===== config.mk =====
export PLATFORM = sky130hd
export DESIGN_NAME = wishbone_master_engine_flat
export DESIGN_NICKNAME = d
export VERILOG_FILES = /design/src/rtl/wishbone_master_engine_if.sv /design/src/rtl/wishbone_master_engine.sv /design/src/flat_wrapper.sv
export SDC_FILE = /design/constraint.sdc
export NUM_CORES = 1
export LEC_CHECK = 0
export BUFFER_PORTS_ARGS = -buffer_cell sky130_fd_sc_hd__buf_2
export CAP_MARGIN = 40
export CORE_ASPECT_RATIO = 2
export CORE_MARGIN = 1
export CORE_UTILIZATION = 40
export CTS_BUF_LIST = sky130_fd_sc_hd__clkbuf_16
export DETAILED_ROUTE_END_ITERATION = 10
export HOLD_SLACK_MARGIN = 0.15
export PLACE_DENSITY = 0.79
export SKIP_CTS_REPAIR_TIMING = 1
export SLEW_MARGIN = 20
export SYNTH_ARGS = -nofsm -noshare
export SYNTH_HDL_FRONTEND = slang
export SYNTH_SLANG_ARGS = --single-unit

===== constraint.sdc =====
create_clock -name clk -period 1.2 [get_ports clk]
set_input_delay 0.06 -clock clk [delete_from_list [all_inputs] [get_ports clk]]
set_output_delay 0.06 -clock clk [all_outputs]
set_load 0.05 [all_outputs]

===== src/rtl/wishbone_master_engine_if.sv =====
// Command and Wishbone signal bundle for wishbone_master_engine.
// The master modport is the engine's view; slave is the command poster / bus model view.
interface wishbone_master_engine_if #(
  parameter int ADDR_WIDTH = 32,
  parameter int DATA_WIDTH = 32
);
  localparam int SEL_WIDTH = DATA_WIDTH / 8;

  logic [ADDR_WIDTH-1:0] address;
  logic [DATA_WIDTH-1:0] data_in;
  logic [SEL_WIDTH-1:0]  select;
  logic [1:0]            op_code;
  logic                  do_work;
  logic [DATA_WIDTH-1:0] data_outr;
  logic                  work_doner;
  logic                  error_r;

  logic [ADDR_WIDTH-1:0] wb_adr_o;
  logic [DATA_WIDTH-1:0] wb_dat_o;
  logic [DATA_WIDTH-1:0] wb_dat_i;
  logic [SEL_WIDTH-1:0]  wb_sel_o;
  logic                  wb_we_o;
  logic                  wb_cyc_o;
  logic                  wb_stb_o;
  logic                  wb_ack_i;
  logic                  wb_err_i;

  modport master (
    input  address, data_in, select, op_code, do_work,
    output data_outr, work_doner, error_r,
    output wb_adr_o, wb_dat_o, wb_sel_o, wb_we_o, wb_cyc_o, wb_stb_o,
    input  wb_dat_i, wb_ack_i, wb_err_i
  );

  modport slave (
    output address, data_in, select, op_code, do_work,
    input  data_outr, work_doner, error_r,
    input  wb_adr_o, wb_dat_o, wb_sel_o, wb_we_o, wb_cyc_o, wb_stb_o,
    output wb_dat_i, wb_ack_i, wb_err_i
  );
endinterface


===== src/rtl/wishbone_master_engine.sv =====
// Single-command Wishbone classic master: one command in, one bus cycle out, four-phase completion.
// Optional WISHBONE_MASTER_TIMEOUT_EN aborts a bus cycle after TIMEOUT_CYCLES strobe cycles.
module wishbone_master_engine #(
  parameter int ADDR_WIDTH     = 32,
  parameter int DATA_WIDTH     = 32,
  parameter int TIMEOUT_CYCLES = 256,
  localparam int SEL_WIDTH     = DATA_WIDTH / 8
) (
  input  logic                  clk,
  input  logic                  wb_rst_i,
  wishbone_master_engine_if.master bus,
  output logic [1:0]            state_dbg
);

  typedef enum logic [1:0] {
    ST_IDLE = 2'd0,
    ST_BUS  = 2'd1,
    ST_DONE = 2'd2
  } state_t;

  localparam logic [1:0] OP_NOP  = 2'b00;
  localparam logic [1:0] OP_READ = 2'b01;
  localparam logic [1:0] OP_WRITE = 2'b10;

  if (TIMEOUT_CYCLES < 2) begin : g_bad_timeout
    $error("TIMEOUT_CYCLES must be at least 2");
  end

  state_t                state_q, state_d;
  logic [ADDR_WIDTH-1:0] adr_q, adr_d;
  logic [DATA_WIDTH-1:0] dat_q, dat_d;
  logic [SEL_WIDTH-1:0]  sel_q, sel_d;
  logic                  we_q, we_d;
  logic                  cyc_q, cyc_d;
  logic [DATA_WIDTH-1:0] dout_q, dout_d;
  logic                  done_q, done_d;
  logic                  err_q, err_d;

`ifdef WISHBONE_MASTER_TIMEOUT_EN
  localparam int CNT_W = $clog2(TIMEOUT_CYCLES);
  logic [CNT_W-1:0] cnt_q, cnt_d;
`endif

  // Handshake: do_work and work_doner form a four-phase pair. A command is taken
  // when do_work is high in IDLE; work_doner rises on completion and stays high
  // until do_work is seen low, so each command needs a fresh rising do_work.
  always_comb begin
    state_d = state_q;
    adr_d   = adr_q;
    dat_d   = dat_q;
    sel_d   = sel_q;
    we_d    = we_q;
    cyc_d   = cyc_q;
    dout_d  = dout_q;
    done_d  = done_q;
    err_d   = err_q;
`ifdef WISHBONE_MASTER_TIMEOUT_EN
    cnt_d   = cnt_q;
`endif
    case (state_q)
      ST_IDLE: begin
        if (bus.do_work) begin
          adr_d = bus.address;
          dat_d = bus.data_in;
          sel_d = bus.select;
          we_d  = (bus.op_code == OP_WRITE);
          err_d = 1'b0;
          if (bus.op_code == OP_READ || bus.op_code == OP_WRITE) begin
            state_d = ST_BUS;
            cyc_d   = 1'b1;
`ifdef WISHBONE_MASTER_TIMEOUT_EN
            cnt_d   = '0;
`endif
          end else begin
            state_d = ST_DONE;
            done_d  = 1'b1;
            err_d   = (bus.op_code != OP_NOP);
          end
        end
      end
      ST_BUS: begin
        // ERR beats ACK when both arrive on the same edge.
        if (bus.wb_err_i) begin
          state_d = ST_DONE;
          cyc_d   = 1'b0;
          done_d  = 1'b1;
          err_d   = 1'b1;
        end else if (bus.wb_ack_i) begin
          state_d = ST_DONE;
          cyc_d   = 1'b0;
          done_d  = 1'b1;
          if (!we_q) begin
            dout_d = bus.wb_dat_i;
          end
        end
`ifdef WISHBONE_MASTER_TIMEOUT_EN
        else if (cnt_q == CNT_W'(TIMEOUT_CYCLES - 1)) begin
          state_d = ST_DONE;
          cyc_d   = 1'b0;
          done_d  = 1'b1;
          err_d   = 1'b1;
          if (!we_q) begin
            dout_d = '1;
          end
        end else begin
          cnt_d = cnt_q + 1'b1;
        end
`endif
      end
      ST_DONE: begin
        if (!bus.do_work) begin
          state_d = ST_IDLE;
          done_d  = 1'b0;
        end
      end
      default: begin
        state_d = ST_IDLE;
        cyc_d   = 1'b0;
        done_d  = 1'b0;
      end
    endcase
  end

  always_ff @(posedge clk) begin
    if (wb_rst_i) begin
      state_q <= ST_IDLE;
      adr_q   <= '0;
      dat_q   <= '0;
      sel_q   <= '0;
      we_q    <= 1'b0;
      cyc_q   <= 1'b0;
      dout_q  <= '0;
      done_q  <= 1'b0;
      err_q   <= 1'b0;
`ifdef WISHBONE_MASTER_TIMEOUT_EN
      cnt_q   <= '0;
`endif
    end else begin
      state_q <= state_d;
      adr_q   <= adr_d;
      dat_q   <= dat_d;
      sel_q   <= sel_d;
      we_q    <= we_d;
      cyc_q   <= cyc_d;
      dout_q  <= dout_d;
      done_q  <= done_d;
      err_q   <= err_d;
`ifdef WISHBONE_MASTER_TIMEOUT_EN
      cnt_q   <= cnt_d;
`endif
    end
  end

  assign bus.wb_adr_o   = adr_q;
  assign bus.wb_dat_o   = dat_q;
  assign bus.wb_sel_o   = sel_q;
  assign bus.wb_we_o    = we_q;
  assign bus.wb_cyc_o   = cyc_q;
  assign bus.wb_stb_o   = cyc_q;
  assign bus.data_outr  = dout_q;
  assign bus.work_doner = done_q;
  assign bus.error_r    = err_q;
  assign state_dbg      = state_q;

endmodule

===== src/flat_wrapper.sv =====
// flat-port wrapper written by rule: the top's interface ports become plain ports
module wishbone_master_engine_flat 
#(
  parameter int ADDR_WIDTH     = 32,
  parameter int DATA_WIDTH     = 32,
  parameter int TIMEOUT_CYCLES = 256,
  localparam int SEL_WIDTH     = DATA_WIDTH / 8
)
  (clk, wb_rst_i, state_dbg, bus_address, bus_data_in, bus_select, bus_op_code, bus_do_work, bus_data_outr, bus_work_doner, bus_error_r, bus_wb_adr_o, bus_wb_dat_o, bus_wb_sel_o, bus_wb_we_o, bus_wb_cyc_o, bus_wb_stb_o, bus_wb_dat_i, bus_wb_ack_i, bus_wb_err_i);
  wishbone_master_engine_if #(.ADDR_WIDTH(ADDR_WIDTH), .DATA_WIDTH(DATA_WIDTH)) bus_i ();
  input  logic clk;
  input  logic wb_rst_i;
  output logic [1:0] state_dbg;
  input wire logic [$bits(bus_i.address)-1:0] bus_address;
  input wire logic [$bits(bus_i.data_in)-1:0] bus_data_in;
  input wire logic [$bits(bus_i.select)-1:0] bus_select;
  input wire logic [$bits(bus_i.op_code)-1:0] bus_op_code;
  input wire logic [$bits(bus_i.do_work)-1:0] bus_do_work;
  output wire logic [$bits(bus_i.data_outr)-1:0] bus_data_outr;
  output wire logic [$bits(bus_i.work_doner)-1:0] bus_work_doner;
  output wire logic [$bits(bus_i.error_r)-1:0] bus_error_r;
  output wire logic [$bits(bus_i.wb_adr_o)-1:0] bus_wb_adr_o;
  output wire logic [$bits(bus_i.wb_dat_o)-1:0] bus_wb_dat_o;
  output wire logic [$bits(bus_i.wb_sel_o)-1:0] bus_wb_sel_o;
  output wire logic [$bits(bus_i.wb_we_o)-1:0] bus_wb_we_o;
  output wire logic [$bits(bus_i.wb_cyc_o)-1:0] bus_wb_cyc_o;
  output wire logic [$bits(bus_i.wb_stb_o)-1:0] bus_wb_stb_o;
  input wire logic [$bits(bus_i.wb_dat_i)-1:0] bus_wb_dat_i;
  input wire logic [$bits(bus_i.wb_ack_i)-1:0] bus_wb_ack_i;
  input wire logic [$bits(bus_i.wb_err_i)-1:0] bus_wb_err_i;
  assign bus_i.address = bus_address;
  assign bus_i.data_in = bus_data_in;
  assign bus_i.select = bus_select;
  assign bus_i.op_code = bus_op_code;
  assign bus_i.do_work = bus_do_work;
  assign bus_data_outr = bus_i.data_outr;
  assign bus_work_doner = bus_i.work_doner;
  assign bus_error_r = bus_i.error_r;
  assign bus_wb_adr_o = bus_i.wb_adr_o;
  assign bus_wb_dat_o = bus_i.wb_dat_o;
  assign bus_wb_sel_o = bus_i.wb_sel_o;
  assign bus_wb_we_o = bus_i.wb_we_o;
  assign bus_wb_cyc_o = bus_i.wb_cyc_o;
  assign bus_wb_stb_o = bus_i.wb_stb_o;
  assign bus_i.wb_dat_i = bus_wb_dat_i;
  assign bus_i.wb_ack_i = bus_wb_ack_i;
  assign bus_i.wb_err_i = bus_wb_err_i;
  wishbone_master_engine #(.ADDR_WIDTH(ADDR_WIDTH), .DATA_WIDTH(DATA_WIDTH), .TIMEOUT_CYCLES(TIMEOUT_CYCLES)) u_core (.clk(clk), .wb_rst_i(wb_rst_i), .bus(bus_i), .state_dbg(state_dbg));
endmodule

==> metrics.md, run 1 <==
| Metric | Value |
|---|---|
| Outcome | complete, but fails checks |
| Failing checks | setup timing |
| Fmax | roughly 690 MHz |
| Hold Worst Slack | 154 ps |
| CP max FO | 8 |
| Mapped Cells | between 400 and 500 |
| Die Y | 142 um |
| Critical Path End Type | register |
| YS warnings | 0 |
| Initial antenna violation count | 0 |
| Number of synthesized register bits | between 100 and 150 |
| Arrival time worst endpoint | approximately 1700 ps |
| Vias per cell | 5.00 |
| Total grt overflow | 0 |
| Chip width | just over 70 um |
| GRT Total Usage | between 15 and 20% |
| Largest net degree at the start of global routing | 74 |
| Seq/Total Area, Yosys | about 54% |
| Critical Path RT | between 1000 and 1500 ps |
| Setup TNS | -16020 ps |
| Fillers | between 500 and 600 |
| Syn Area/Cell | 8.27 um2 |
| RSZ-0062 raised after global routing | yes |
| Num ports | 214 |
| Placed cell count | 793 |
| IO Port Bufs | between 200 and 250 |
| DP HPWL | around 7300 um |
| Max cap viols | 0 |
| Drc violations | 0 |
| H-Tree Level Count | 3 |
| Final Hold Fails | 0 |
| Leakage | about 3.2 nW |
| Setup WS pre-CTS | -181 ps |
| Routability cong. | between 0.8 and 0.9 |
| P&R area growth vs syn | 75.2% |
| Pwr Total | 8.92 mW |
| CTS tree | built |
| Clock sink count | ~110 |
| Synth cell types | 22 |
| Setup Skew | 6.19 ps |
| Clock root cell | clkbuf_16 |
| Diode count | 0 |
| Worst slew pin tran | roughly 340 ps |
| Final Max Tran Viols | 0 |
| Uppermost layer routed | met4 |
| Final WS setup | -254 ps |
| Post-DP Area | approximately 5000 um2 |
| # setup viols final | slightly above 100 |
| Via count | ~4.7k |
| DRT iter0 DRCs | about 230 |
| CTS Buffer Depth | 2 |
| Rows | 50 |
| Core box area | approximately 9400 um2 |
| Design area | a little under 7000 um2 |
| Final wirelength | roughly 16000 um |
| Syn nets | a little under 600 |
| Period utilisation layout | 121% |
| Initial Utilization | between 40% and 50% |
| Die ar. | a little over 10000 um2 |
| Detail Route Antenna Nets | 0 |
| Clk slew on worst S/H paths | ~70 ps |
| Commonest non-fill, non-tap cell in the layout | buf_2 |
| First-pass GRT wire length | between 10000 and 15000 um |
| Met3 WL | between 1000 and 1500 um |
| Initial DRT Pass Iterations | 5 |
| Minimum clock period | roughly 1500 ps |
| Share of cells above drive strength 1 | around 35% |
| TritonCTS buffer count | 9 |
| Startpoint Class | register |
| DR WL met2 | between 8000 and 9000 um |
| Drt wl/cell | 16.7 um |
| Relative slew slack | 77.5% |
| DRT met1 WL | a little over 5000 um |
| Post-layout util | around three quarters |
| Min-delay worst type | input pin to register |
| Maximum vdd drop | between 0.6 and 0.7 mV |
| Highest-count cells in the layout ignoring fill and taps | 213 x buf_2, 193 x nand2_1, 103 x dfxtp_1, 101 x dlygate4sd3_1, 69 x a21oi_1 |
| Critical path type | register to register |
| Insertion delay to the later sink of the worst-skew pair | approximately 330 ps |
| Layout Cells excl Fill | 930 |
| Pwr dens | about 1300 nW/um2 |
| Vias in the first global route | between 3k and 4k |
| Post-layout nets | 905 |
| Mapped Area | ~4000 um2 |
## cell families after synthesis
kind of cell / Yosys count / share of synthesized area (%)
flip-flops: 106 / 53.9
adder cells (fa/ha/maj): 2 / 0.636
multiplexers: 32 / 8.14
AND/OR/NAND/NOR: 216 / 21.5
AO/OA/AOI/OAI: 80 / 10.6
buffers and inverters: 40 / 5.21
## sequential cells by signal, summed over array words and instances, names as in the netlist
signal / count
u_core.bus.wb_we_o: 1
u_core.state_dbg: 2
u_core.bus.work_doner: 1
u_core.bus.wb_sel_o: 4
u_core.bus.wb_dat_o: 32
u_core.bus.data_outr: 32
u_core.bus.wb_cyc_o: 1
u_core.bus.wb_adr_o: 32
u_core.bus.error_r: 1
## worst paths after layout
kind                                     endpoint                            startpoint  depth (start not counted)  slack, ps
max reg2reg   u_core.bus.wb_adr_o[2]$_SDFFE_PP0P_      u_core.state_dbg[0]$_SDFFE_PP0P_                          6       -250
max           u_core.bus.wb_adr_o[2]$_SDFFE_PP0P_      u_core.state_dbg[0]$_SDFFE_PP0P_                          6       -250
min               u_core.bus.wb_we_o$_SDFFE_PP0P_                        bus_op_code[1]                          4        150
min reg2reg  u_core.bus.wb_adr_o[31]$_SDFFE_PP0P_  u_core.bus.wb_adr_o[31]$_SDFFE_PP0P_                          2        450
## synthesized netlist by cell type
library cell	count	area [um2]
nor2_1	7	26.3
buf_6	2	22.5
a221oi_1	1	8.76
mux2i_1	32	320
or3b_2	1	8.76
o221a_2	1	11.3
a21oi_1	73	365
inv_1	3	11.3
and4b_1	1	10.0
buf_4	6	45.0
nand2_1	203	762
or3b_1	1	8.76
nor3_1	1	5.00
o31ai_1	1	7.51
nor2b_1	1	6.26
nor3b_4	1	18.8
dfxtp_1	106	2120
a22oi_1	2	15.0
o21ai_0	2	10.0
clkbuf_1	15	56.3
buf_2	14	70.1
ha_1	2	25.0
## worst max-delay path: stages, from the launching register on
cell       delay, ps
dfxtp_4          350
buf_8            130
nor3b_4          250
buf_6            220
clkbuf_16        190
nand2_1           70
a21oi_1          170
## report_power, final
part | total [mW] | leakage (nW) | internal, mW | switching (mW)
Combinational | 2.34 | 2.22 | 0.901 | 1.44
Sequential | 3.82 | 0.868 | 3.71 | 0.110
Clock | 2.76 | 0.138 | 1.51 | 1.25
## area by class of cell
| cell class | count | area [um2] | area share, % |
|---|---|---|---|
| Timing Repair Buffer | 346 | 2630 | 38.1 |
| Clock buffer | 10 | 250 | 3.63 |
| Tap cell | 130 | 163 | 2.36 |
| Multi-Input combinational cell | 330 | 1680 | 24.4 |
| Clock inverter | 5 | 31.3 | 0.453 |
| Sequential cell | 106 | 2130 | 30.9 |
| Inverter | 3 | 11.3 | 0.163 |
## metal layers
metal  vias up  GRT usage, %
li1       2173             -
met1      2121          17.3
met2       286          35.8
met3        71          4.25
met4         0          8.98
met5         -             0
Power figures use the tool's default switching activity.
==> inputs of run 2 (changes only) <==
--- a/config.mk
+++ b/config.mk
@@ -7,7 +7,7 @@
 export LEC_CHECK = 0
 export BUFFER_PORTS_ARGS = -buffer_cell sky130_fd_sc_hd__buf_2
 export CAP_MARGIN = 40
-export CORE_ASPECT_RATIO = 2
+export CORE_ASPECT_RATIO = 0.8
 export CORE_MARGIN = 1
 export CORE_UTILIZATION = 40
 export CTS_BUF_LIST = sky130_fd_sc_hd__clkbuf_16
==> run 2 against run 1 <==
  * The flow still finishes with violations (setup timing)
  * Clock power up 8.0%
  * Clock skew about the same
  * Utilization up 2.6 points
  * Routed wire length down 2.9%
  * Cell count down 1.3%
  * Critical path depth unchanged
  * Die area down 0.21%
  * Sequential power about the same
  * Count of clock-buffer cells in the layout up 1
  * Critical path type unchanged
==> metrics.md, run 2 (synthesized netlist as in run 1, its figures left out) <==
| Metric | Value |
|---|---|
| DP HPWL | 7440 um (was 7310 um) |
| Outcome | complete, but fails checks (unchanged) |
| Min-delay worst type | input pin to register (unchanged) |
| Die Y | 90.7 um (was 142 um) |
| Total grt overflow | 0 (unchanged) |
| Startpoint Class | register (unchanged) |
| Placed cell count | 779 (was 793) |
| # setup viols final | 104 (was 102) |
| Drc violations | 0 (unchanged) |
| Final Max Tran Viols | 0 (unchanged) |
| Hold path startpoint | bus_op_code[1] (unchanged) |
| Initial DRT Pass Iterations | 5 (unchanged) |
| Total net switching power | 2.90 mW (was 2.80 mW) |
| Post-layout nets | 904 (was 905) |
| Final WS setup | -266 ps (was -254 ps) |
| GR Util met2 | 36.7% (was 35.8%) |
| Reg power frac | 41.7% (was 42.8%) |
| CP max stage delay | 350 ps (about the same) |
| Slowest cell on crit path | dfxtp_4 (unchanged) |
| RSZ-0062 raised after global routing | yes (unchanged) |
| Initial antenna violation count | 1 (was 0) |
| Vias in the first global route | 3681 (was 3582) |
| H-Tree Level Count | 3 (unchanged) |
| TritonCTS buffer count | 9 (unchanged) |
| Failing checks | setup timing (unchanged) |
| Relative slew slack | 72.9% (was 77.5%) |
| P&R area growth vs syn | 78.9% (was 75.2%) |
| CTS Buffer Depth | 2 (unchanged) |
| Detail Route Antenna Nets | 0 (unchanged) |
| DRT iter0 DRCs | 275 (was 226) |
| Routability cong. | 0.760 (was 0.842) |
| Clock share of power | 32.5% (was 30.9%) |
| Chip width | 113 um (was 72.1 um) |
| Hold endpoint | u_core.bus.wb_we_o$_SDFFE_PP0P_ (unchanged) |
| Rows | 31 (was 50) |
| Largest net degree at the start of global routing | 74 (unchanged) |
| Switching part of the total power | 31.6% (was 31.4%) |
| CP max FO | 10 (was 8) |
| Cells on worst reg2reg path | 6 (unchanged) |
| Clock root cell | clkbuf_16 (unchanged) |
| Core box area | 9310 um2 (was 9450 um2) |
| Clock sink count | 106 (unchanged) |
| First-pass GRT wire length | 16500 um (was 15000 um) |
| Final wirelength | 15100 um (was 15600 um) |
| Cell mode on critical path | buf_6 |
| Arrival time worst endpoint | 1730 ps (was 1700 ps) |
| Clk slew on worst S/H paths | 70 ps (about the same) |
| Gr busiest metal | met2 (unchanged) |
| Fmax | 682 MHz (was 688 MHz) |
| Critical Path End Type | register (unchanged) |
| Setup WS pre-CTS | -147 ps (was -181 ps) |
| Highest-count cells in the layout ignoring fill and taps | 213 x buf_2, 163 x nand2_1, 103 x dfxtp_1, 101 x dlygate4sd3_1, 43 x a21oi_1 (was 213 x buf_2, 193 x nand2_1, 103 x dfxtp_1, 101 x dlygate4sd3_1, 69 x a21oi_1) |
| Num ports | 214 (unchanged) |
| Commonest non-fill, non-tap cell in the layout | buf_2 (unchanged) |
| GRT Total Usage | 19.9% (was 18.4%) |
| Reg-to-Reg Start | u_core.state_dbg[0]$_SDFFE_PP0P_ (unchanged) |
| Vias per cell | 5.05 (was 5.00) |
| Met3 usage | 4.97% (was 4.25%) |
| Setup Skew | 6.34 ps (was 6.19 ps) |
| Crit Reg-Reg Endpoint | u_core.bus.wb_dat_o[27]$_SDFFE_PP0P_ (was u_core.bus.wb_adr_o[2]$_SDFFE_PP0P_) |
| Leakage | 3.26 nW (was 3.23 nW) |
| M1 GR Usage | 21.8% (was 17.3%) |
| IO Port Bufs | 213 (unchanged) |
| Pwr dens | 1300 nW/um2 (was 1290 nW/um2) |
| P_int | 6.27 mW (was 6.12 mW) |
| Via count | 4640 (was 4651) |
| Critical path's top delay family | buffers and inverters (unchanged) |
| Design area | 7040 um2 (was 6900 um2) |
| Final Hold Fails | 0 (unchanged) |
| Critical Path RT | 1460 ps (was 1450 ps) |
| Reg2reg setup slack | -270 ps (was -250 ps) |
| Drt wl/cell | 16.5 um (was 16.7 um) |
| Pwr Total | 9.17 mW (was 8.92 mW) |
| CTS tree | built (unchanged) |
| Setup TNS | -13970 ps (was -16020 ps) |
| Comb pwr share | 25.8% (was 26.3%) |
| Share of cells above drive strength 1 | 42.1% (was 35.4%) |
| Max cap viols | 0 (unchanged) |
| Critical path type | register to register (unchanged) |
| Insertion delay to the later sink of the worst-skew pair | 340 ps (was 330 ps) |
| Ordered list of cells on the worst path | buf_6 > nor3b_4 > buf_6 > clkbuf_16 > nand2_1 > a21oi_1 (was buf_8 > nor3b_4 > buf_6 > clkbuf_16 > nand2_1 > a21oi_1) |
| Hold-critical path depth | 4 (unchanged) |
| Initial Utilization | 42.3% (was 41.7%) |
| Die ar. | 10200 um2 (was 10300 um2) |
| Worst slew pin tran | 407 ps (was 337 ps) |
| Period utilisation layout | 122% (was 121%) |
| Post-DP Area | 5130 um2 (was 5140 um2) |
| Minimum clock period | 1470 ps (was 1450 ps) |
| Buf/Inv on CP | 3 (unchanged) |
| Maximum vdd drop | 0.987 mV (was 0.690 mV) |
| Layout Cells excl Fill | 918 (was 930) |
-- run 2: changes by cell type in the layout (fill, tap and decap cells not counted), moves of 3 or more --
cell,change
a21oi_2,+26
a21oi_1,-26
nand2_4,+6
nand2_1,-30
nand2_2,+24
diode_2,+3
-- run 2: cell type report --
type                    count  area, um2
diodes                      3       7.51
multi-input cells         330       1880
well taps                 115        144
clock inverters             5       33.8
repair buffers            345       2560
fillers                   587       2270
inverters                   3       11.3
flip-flops and latches    106       2130
clock buffers              11        275
-- run 2: worst reg2reg max path: stages, from the launching register on --
cell and delay, ps:
dfxtp_4 350, buf_6 130, nor3b_4 290, buf_6 190
clkbuf_16 170, nand2_1 70, a21oi_1 190
-- run 2: worst max-delay path by stage --
stage | slack (ps) | startpoint | end | cells after the start
global placement | -120 | u_core.state_dbg[0]$_SDFFE_PP0P_ | u_core.bus.wb_adr_o[9]$_SDFFE_PP0P_ | 4
detailed placement | -150 | u_core.state_dbg[1]$_SDFFE_PP0P_ | u_core.bus.data_outr[29]$_SDFFE_PP0P_ | 4
floorplan | -190 | u_core.state_dbg[0]$_SDFFE_PP0P_ | u_core.bus.wb_dat_o[17]$_SDFFE_PP0P_ | 6
CTS | -200 | u_core.state_dbg[1]$_SDFFE_PP0P_ | u_core.bus.data_outr[3]$_SDFFE_PP0P_ | 4
global route | -320 | u_core.state_dbg[0]$_SDFFE_PP0P_ | u_core.bus.wb_dat_o[27]$_SDFFE_PP0P_ | 6
finish | -270 | u_core.state_dbg[0]$_SDFFE_PP0P_ | u_core.bus.wb_dat_o[27]$_SDFFE_PP0P_ | 6
-- run 2: routing by layer --
layer  part of all wire [%]  routed length (um)  up-vias
met1                     38                5760     2141
met3                    6.0                 907       74
met4                    4.7                 712        0
met2                     51                7750      248
met5                      0                   0        -
li1                       -                   -     2177
-- run 2: power by group through the flow --
stage | logic [mW] | registers [mW] | clock network, mW
final | 2.36 | 3.82 | 2.98
after global routing | 2.47 | 3.84 | 3.18
after CTS | 1.69 | 3.80 | 3.02
after detailed placement | 1.69 | 3.88 | 0
after global placement | 1.65 | 3.87 | 0
after floorplan | 0.526 | 4.54 | 0
-- run 2: per-stage QoR --
step,hold WS (ps),utilization (%)
floorplan,196,-
global placement,300,55.1
detailed placement,307,55.1
CTS,-61.9,58.4
global route,171,75.6
finish,148,75.7
